### src/rtl/pixel_pkg.sv
// rtl/pixel_pkg.sv - shared types and constants for the pixel packer
//
// Purpose : pixel struct, byte/stream widths and packing phase encoding.
// Ports   : none (package).

package pixel_pkg;

   typedef struct packed {
      logic [7:0] r;
      logic [7:0] g;
      logic [7:0] b;
   } pixel_t;

   localparam int BYTES_PER_PIXEL = 3;
   localparam int STREAM_W        = 32;

   // Bytes carried between pixels; after P0 a whole pixel is still waiting.
   localparam int RESIDUE_W = BYTES_PER_PIXEL * 8;

   typedef enum logic [1:0] {
      P0 = 2'd0,
      P1 = 2'd1,
      P2 = 2'd2,
      P3 = 2'd3
   } phase_t;

endpackage

### src/rtl/stream_reg.sv
// rtl/stream_reg.sv - one-entry stream output register with pass-through backpressure
//
// Purpose : holds one payload word; accepts a new word in the same cycle the
//           held word leaves.
// Ports   : clk, reset (async active-low)
//           s_tdata/s_tvalid/s_tready - upstream side
//           m_tdata/m_tvalid/m_tready - downstream side

module stream_reg #(
   parameter int W = 34
) (
   input  logic         clk,
   input  logic         reset,
   input  logic [W-1:0] s_tdata,
   input  logic         s_tvalid,
   output logic         s_tready,
   output logic [W-1:0] m_tdata,
   output logic         m_tvalid,
   input  logic         m_tready
);

   logic         valid_q, valid_d;
   logic [W-1:0] data_q, data_d;

   assign s_tready = !valid_q || m_tready;
   assign m_tvalid = valid_q;
   assign m_tdata  = data_q;

   always_comb begin
      valid_d = valid_q;
      data_d  = data_q;
      if (s_tvalid && s_tready) begin
         valid_d = 1'b1;
         data_d  = s_tdata;
      end else if (m_tready) begin
         valid_d = 1'b0;
      end
   end

   always_ff @(posedge clk or negedge reset) begin
      if (!reset) begin
         valid_q <= 1'b0;
         data_q  <= '0;
      end else begin
         valid_q <= valid_d;
         data_q  <= data_d;
      end
   end

endmodule

### src/rtl/pixel_packer.sv
// rtl/pixel_packer.sv - packs 24-bit RGB pixels, 4 pixels into 3 32-bit stream words
//
// Purpose : serialises pixels to bytes R,G,B and packs them little-endian into
//           32-bit words with start-of-frame (out_user) and end-of-line
//           (out_last) markers; flags end of frame and malformed lines.
// Ports   : clk, reset (async active-low)
//           r/g/b/valid/first/last_x/last_y, ready   - pixel input
//           out_data/out_valid/out_user/out_last, out_ready - word output
//           frame_done - one-cycle pulse on the frame's final word transfer
//           line_err   - sticky line-format error
// Macro   : PIXEL_PACKER_LINE_CHECK_EN enables the per-line pixel counter
//           behind line_err; otherwise line_err is tied low.

module pixel_packer
   import pixel_pkg::*;
#(
   parameter int IMG_W = 640,
   parameter int IMG_H = 480
) (
   input  logic                clk,
   input  logic                reset,
   input  logic [7:0]          r,
   input  logic [7:0]          g,
   input  logic [7:0]          b,
   input  logic                valid,
   input  logic                first,
   input  logic                last_x,
   input  logic                last_y,
   output logic                ready,
   output logic [STREAM_W-1:0] out_data,
   output logic                out_valid,
   output logic                out_user,
   output logic                out_last,
   input  logic                out_ready,
   output logic                frame_done,
   output logic                line_err
);

   if ((IMG_W % 4) != 0 || IMG_W < 4) begin : g_bad_img_w
      $error("IMG_W must be a positive multiple of 4");
   end
   if (IMG_H < 1) begin : g_bad_img_h
      $error("IMG_H must be positive");
   end

   pixel_t                pix;
   phase_t                phase_q, phase_d, eff_phase;
   logic [RESIDUE_W-1:0]  residue_q, residue_d;
   logic                  grp_first_q, grp_first_d;
   logic                  eof_q, eof_d;
   logic                  accept;
   logic                  word_valid, word_user, word_last;
   logic [STREAM_W-1:0]   word_data;
   logic [STREAM_W+1:0]   held;

   assign pix    = '{r: r, g: g, b: b};
   assign accept = valid && ready;

   always_comb begin
      // A frame start restarts packing regardless of any half-built group.
      eff_phase   = first ? P0 : phase_q;
      phase_d     = phase_q;
      residue_d   = residue_q;
      grp_first_d = grp_first_q;
      word_valid  = 1'b0;
      word_data   = '0;
      word_user   = 1'b0;
      word_last   = 1'b0;
      if (accept) begin
         case (eff_phase)
            P0: begin
               residue_d   = {pix.b, pix.g, pix.r};
               grp_first_d = first;
               phase_d     = P1;
            end
            P1: begin
               word_valid = 1'b1;
               word_data  = {pix.r, residue_q};
               word_user  = grp_first_q;
               residue_d  = {8'h00, pix.b, pix.g};
               phase_d    = P2;
            end
            P2: begin
               word_valid = 1'b1;
               word_data  = {pix.g, pix.r, residue_q[15:0]};
               residue_d  = {16'h0000, pix.b};
               phase_d    = P3;
            end
            default: begin
               word_valid = 1'b1;
               word_data  = {pix.b, pix.g, pix.r, residue_q[7:0]};
               word_last  = last_x;
               residue_d  = '0;
               phase_d    = P0;
            end
         endcase
         // Line end drops whatever part of a group is still buffered.
         if (last_x) begin
            phase_d   = P0;
            residue_d = '0;
         end
      end
      // Remembers whether the word now entering the register closes the frame.
      eof_d = word_valid ? (word_last && last_y) : eof_q;
   end

   always_ff @(posedge clk or negedge reset) begin
      if (!reset) begin
         phase_q     <= P0;
         residue_q   <= '0;
         grp_first_q <= 1'b0;
         eof_q       <= 1'b0;
      end else begin
         phase_q     <= phase_d;
         residue_q   <= residue_d;
         grp_first_q <= grp_first_d;
         eof_q       <= eof_d;
      end
   end

   stream_reg #(.W(STREAM_W + 2)) u_out_reg (
      .clk      (clk),
      .reset    (reset),
      .s_tdata  ({word_data, word_user, word_last}),
      .s_tvalid (word_valid),
      .s_tready (ready),
      .m_tdata  (held),
      .m_tvalid (out_valid),
      .m_tready (out_ready)
   );

   assign out_data = held[STREAM_W+1:2];
   assign out_user = held[1];
   assign out_last = held[0];

   assign frame_done = out_valid && out_ready && out_last && eof_q;

`ifdef PIXEL_PACKER_LINE_CHECK_EN
   localparam int CNT_W = $clog2(IMG_W + 1);

   logic [CNT_W-1:0] cnt_q, cnt_d, cnt_inc;
   logic             err_q, err_d;

   always_comb begin
      cnt_inc = (first ? '0 : cnt_q) + 1'b1;
      cnt_d   = cnt_q;
      err_d   = err_q;
      if (accept) begin
         cnt_d = cnt_inc;
         if (last_x) begin
            cnt_d = '0;
            if (cnt_inc != CNT_W'(IMG_W) || eff_phase != P3) begin
               err_d = 1'b1;
            end
         end
      end
   end

   always_ff @(posedge clk or negedge reset) begin
      if (!reset) begin
         cnt_q <= '0;
         err_q <= 1'b0;
      end else begin
         cnt_q <= cnt_d;
         err_q <= err_d;
      end
   end

   assign line_err = err_q;
`else
   assign line_err = 1'b0;
`endif

endmodule

### config.mk
export PLATFORM = sky130hd
export DESIGN_NAME = pixel_packer
export DESIGN_NICKNAME = d
export VERILOG_FILES = /design/src/rtl/pixel_pkg.sv /design/src/rtl/stream_reg.sv /design/src/rtl/pixel_packer.sv
export SDC_FILE = /design/constraint.sdc
export NUM_CORES = 1
export LEC_CHECK = 0
export BUFFER_PORTS_ARGS = -buffer_cell sky130_fd_sc_hd__buf_2
export CORE_AREA = 8 8 68 114
export DETAILED_ROUTE_END_ITERATION = 10
export DIE_AREA = 0 0 76 122
export PLACE_DENSITY = 0.9
export SYNTH_ARGS = -nofsm -noshare
export SYNTH_HDL_FRONTEND = slang
export SYNTH_SLANG_ARGS = --single-unit
### constraint.sdc
create_clock -name clk -period 2.3 [get_ports clk]
set_input_delay 0.115 -clock clk [delete_from_list [all_inputs] [get_ports clk]]
set_output_delay 0.115 -clock clk [all_outputs]
set_load 0.005 [all_outputs]
==> Word level (Yosys, flattened, before mapping) <==
Index checks and enable logic that the tools add are counted.
{ "totals": {"register_bits": 63, "in_bits": 31, "output_inout_bits": 38, "elab_cells": 35} }
{ "classes": {"n_eq_ne": 2, "muxes": 15, "n_reduce_logical": 12} }
{ "ops": {"columns": ["op", "count"], "rows": [
  ["$pmux W32 S3", 1],
  ["$pmux W24 S3", 1],
  ["$mux W32", 1],
  ["$mux W24", 1],
  ["$mux W1", 8],
  ["$logic_and A1 B1 Y1", 6],
  ["$pmux W2 S3", 1],
  ["$mux W2", 2],
  ["$reduce_or A3 Y1", 1],
  ["$eq A2 B1 Y1 const B", 1],
  ["$eq A2 B2 Y1 const B", 1],
  ["$logic_not A2 Y1", 1],
  ["$reduce_and A2 Y1", 1],
  ["$reduce_bool A2 Y1", 1],
  ["$logic_not A1 Y1", 1],
  ["$logic_or A1 B1 Y1", 1]
]} }

==> Logic depth before layout (Yosys ltp) <==
{ "logic_depth": {"word_depth": 6, "mapped_depth": 8, "ltp_nobuf": 6} }

==> Hierarchy <==
A second synthesis with hierarchy kept.
{ "hier_totals": {"cells_unflattened": 282, "hier_area_um2": 3463.3} }
{ "modules_own_cells": {"columns": ["module", "instances", "cells_each", "area_per_inst_um2"], "rows": [
  ["pixel_packer", 1, 207, 1999.4],
  ["stream_reg", 1, 75, 1463.9]
]} }

==> Least setup slack after synthesis <==
OpenSTA, ideal clock, no wires.
{ "synth_timing": {"kind": "register to register", "startpoint": "register phase_q[0]", "endpoint": "register u_out_reg.data_q[4], in the netlist u_out_reg.m_tdata[4]", "setup_ps": 125, "arrival_ps": 1970, "required_ps": 2175, "path_slack_ps": 205, "path_stages_with_launch": 8, "cell_sequence": "dfrtp_1 > nor2b_1 > inv_1 > ha_1 > clkbuf_1 > nor3_1 > nor2b_1 > mux2_4"} }
{ "synth_between": {"elab_chain_len": 5, "word_cells_on_any_way": 9, "cone_classes": "eq/ne (2); mux (5); reduce/logical (2)"} }
{ "synth_lines": {"columns": ["element", "line_no", "rtl"], "rows": [
  ["from (decl)", "pixel_packer.sv:47", "phase_t phase_q, phase_d, eff_phase;"],
  ["from (signal assigned)", "pixel_packer.sv:114", "phase_q <= phase_d;"],
  ["$mux W2 (*)", "pixel_packer.sv:61", "eff_phase = first ? P0 : phase_q;"],
  ["branches (longest 4 deep; another with $pmux W32 S3)", null, null],
  ["to (signal assigned)", "stream_reg.sv:46", "data_q <= data_d;"],
  ["to (decl)", "stream_reg.sv:23", "logic [W-1:0] data_q, data_d;"]
]} }
Mark *: on every way between the ends.
A chain may end at the register's enable or synchronous reset.

==> Final worst setup path <==
{ "layout_timing": {"startpoint": "register phase_q[0]", "endpoint": "register u_out_reg.data_q[26], in the netlist u_out_reg.m_tdata[26]"} }
Same word-level chain as after synthesis.

==> impl_metrics.toml <==
[synth]
synth_top_area_cell = "dfrtp_1"
synth-xor-area-share_pct = 0
synth_cells = 286
yosys.area.top_type_share_pct = 48.1
synth_compound_gate_area_share_pct = 22.8
synth.avg_cell_area_sq_um = 11.5
ys_seq_area_share_pct = 48.1
synth_top_family_by_area = "compound AO/OA/AOI/OAI gates"
yosys.area_share.simple_pct = 5.91
syn_nets = 320
netlist_area_sq_mm = 0.00328
synth_area_leaders = "dfrtp_1, mux2_4, a21oi_1, a221oi_1, a211oi_1"
muxShareOfSynthArea_pct = 15.3
synth-seq-cells = 63
synth.distinct_cells = 33
yosysWarningCount = 0
synth_fa_ha_area_share_pct = 1.14

[routing]
drtPass1Iterations = 6
route.detailed.drc = 0
wl_per_cell_um = 19.9
viasPerCell = 6.09
routed_wl_um = 8660
vias = 2649
drtAntennaViolNets = 0
drt-initial-drc-count = 287

[die]
die-area_sq_mm = 0.00927
die_x_um = 76
die_h_um = 122
start_util_pct = 53.5
num_rows = 38
coreArea_sq_mm = 0.00613
ioPinCount = 69

[global_routing]
grt_max_degree = 64
grt_use_met2_pct = 32.0
grt_pass1_wl_um = 13800
use_met3_pct = 4.79
busiest_layer = "met2"
overflow = 0
antenna_found_initial = 1
grt_pass1_vias = 2761
grt_util_met1_pct = 19.5
grtUsageTotal_pct = 18.5

[final_layout]
drive_gt1_share_pct = 37.6
fillerInstances = 459
layout_common_cells = "buf_2, dfrtp_1, a21oi_1"
nNetsFinal = 384
layout_commonest_cell = "buf_2"
areaGrowthSynthToFinish_pct = 20.4

[clock_network]
cts_max_level = 3
clkLatencyLatePin_ps = 350
cts_num_sinks = 63
tritoncts = "yes"
cts_buffers = 9
clk_path_buf_depth = 2
cts_post_setup_buffers_inserted = 0
clk_pin_slew_ps = 60
root_buffer = "clkbuf_8"

[sta]
skew_ps = 8.06
final.min_clock_period_ps = 2170
hold_viol = 0
finalSetupViolCount = 0
clock.fmax_mhz = 461
whs_ps = 59.6
slew_violations = 0
finalCritPeriodShare_pct = 94.4

[power_and_ir_drop]
p_leak_nw = 2.04
total_power_mw = 3.38
intPower_mw = 2.42
comb_power_share_pct = 26.0
peakVddDrop_v = 0.000569
powerDensity_mw_per_mm2 = 857
switching_power_uw = 960
p_sw_share_pct = 28.4
p_seq_share_pct = 43.5
clockPowerShare_pct = 30.6

[placed_design]
gp_congestion = 0.908
port_buffers = 67
place.detailed.hpwl_um = 6250

[min_path]
hp-class = "in -> reg"

[worst_setup_path]
crit_chain = "nor2b_2 > inv_1 > ha_1 > buf_4 > a221oi_1 > a21oi_1 > mux2_4"
max_stage_delay_ps = 410
slowest_stage = "dfrtp_1"
critical_path_required_ps = 2530
cp-start-kind = "flop"
cp_max_fo = 14
cp-end-kind = "flop"
cp.arrival_ps = 2400
crit_type = "reg -> reg"

[run]
cap_viol_max_count = 0

[run_status]
status = "complete, no violations"
==> registers in the layout, summed over array words and instances, names as in the netlist <==
register	cells
u_out_reg.m_tdata	34
residue_q	24
phase_q	2
eof_q	1
grp_first_q	1
u_out_reg.m_tvalid	1
==> cells in the mapped netlist <==
cell type   n
buf_6       4
dfrtp_1    63
nand3_1    10
or3b_1      1
o21ba_2     1
ha_1        3
mux2_2      8
nand2_1     4
inv_1      21
a222oi_1    8
and4_1      1
buf_4       1
a22oi_1     8
clkbuf_1   19
nor2b_1     9
a22o_1      9
nor3b_2     1
mux2_4     26
conb_1      1
o2bb2ai_1   9
nand4_1     1
buf_2       2
or2b_1      1
o21bai_4    1
a211oi_1   16
and2_1      1
mux2i_1     2
nand2b_1    1
buf_1       2
nor3_1      1
a21oi_1    32
a221oi_1   16
nor2_1      3
==> critical path, delay by kind of cell, from the launching register on <==
family                   cells  cell delay, ps
flip-flops                   1             410
AO/OA/AOI/OAI                2             380
adder cells (fa/ha/maj)      1             360
buffers and inverters        2             340
AND/OR/NAND/NOR              1             290
multiplexers                 1             270
==> stage by stage <==
stage	worst slack, ps	setup TNS [ps]	utilization [%]	area (sq um)	instances
2_1_floorplan	205	0	-	3280	286
3_3_place_gp	218	0	60.7	3720	418
3_5_place_dp	96.6	0	60.7	3720	418
4_1_cts	70.3	0	64.3	3940	434
5_1_grt	-11.5	-11.5	64.4	3950	435
6_report	130	0	64.4	3950	435
==> cell families after synthesis <==
| group | Yosys count |
|---|---|
| mux | 36 |
| flops | 63 |
| fa+ha+maj | 3 |
| buf+inv | 49 |
| compound gates | 100 |
| other cells | 1 |
| simple gates | 34 |
==> metal layers <==
layer	routed length (um)	vias to the layer above
li1	-	1200
met1	3180	1290
met2	4560	136
met3	575	23
met4	342	0
met5	0	-
==> cell type report <==
cell class	instances	area [sq um]	share of cell area, %
multi-input cells	174	1490	37.6
diodes	1	2.50	0.0634
clock inverters	4	70.1	1.77
inverters	21	78.8	2.00
clock buffers	11	141	3.58
repair buffers	81	493	12.5
well taps	80	100	2.54
flip-flops and latches	63	1580	39.9
==> power by group through the flow <==
stage | logic (mW) | registers (mW) | clock network [mW]
3_3_place_gp | 0.845 | 1.47 | 0
4_1_cts | 0.882 | 1.47 | 1.06
2_1_floorplan | 0.528 | 1.46 | 0
3_5_place_dp | 0.878 | 1.48 | 0
5_1_grt | 0.955 | 1.50 | 1.10
6_report | 0.878 | 1.47 | 1.04
==> final timing paths <==
check | from | endpoint | slack [ps] | cells after the start
worst max-delay path | phase_q[0] | u_out_reg.m_tdata[26] | 130 | 7
worst min-delay path | b[1] | residue_q[17] | 60 | 3
worst max register to register | phase_q[0] | u_out_reg.m_tdata[26] | 130 | 7
worst min register to register | residue_q[17] | residue_q[17] | 490 | 1
max in group asynchronous | reset | u_out_reg.m_tdata[16] | 1730 | 3
min in group asynchronous | reset | residue_q[0] | 310 | 3
==> what timing repair did <==
item / in CTS / in global routing
endpoints found under the setup margin: 0 / 9
gates resized for setup: 0 / 1
hold buffers: 1 / 0
hold endpoints to repair: 63 / 0
Power figures use the tool's default switching activity.
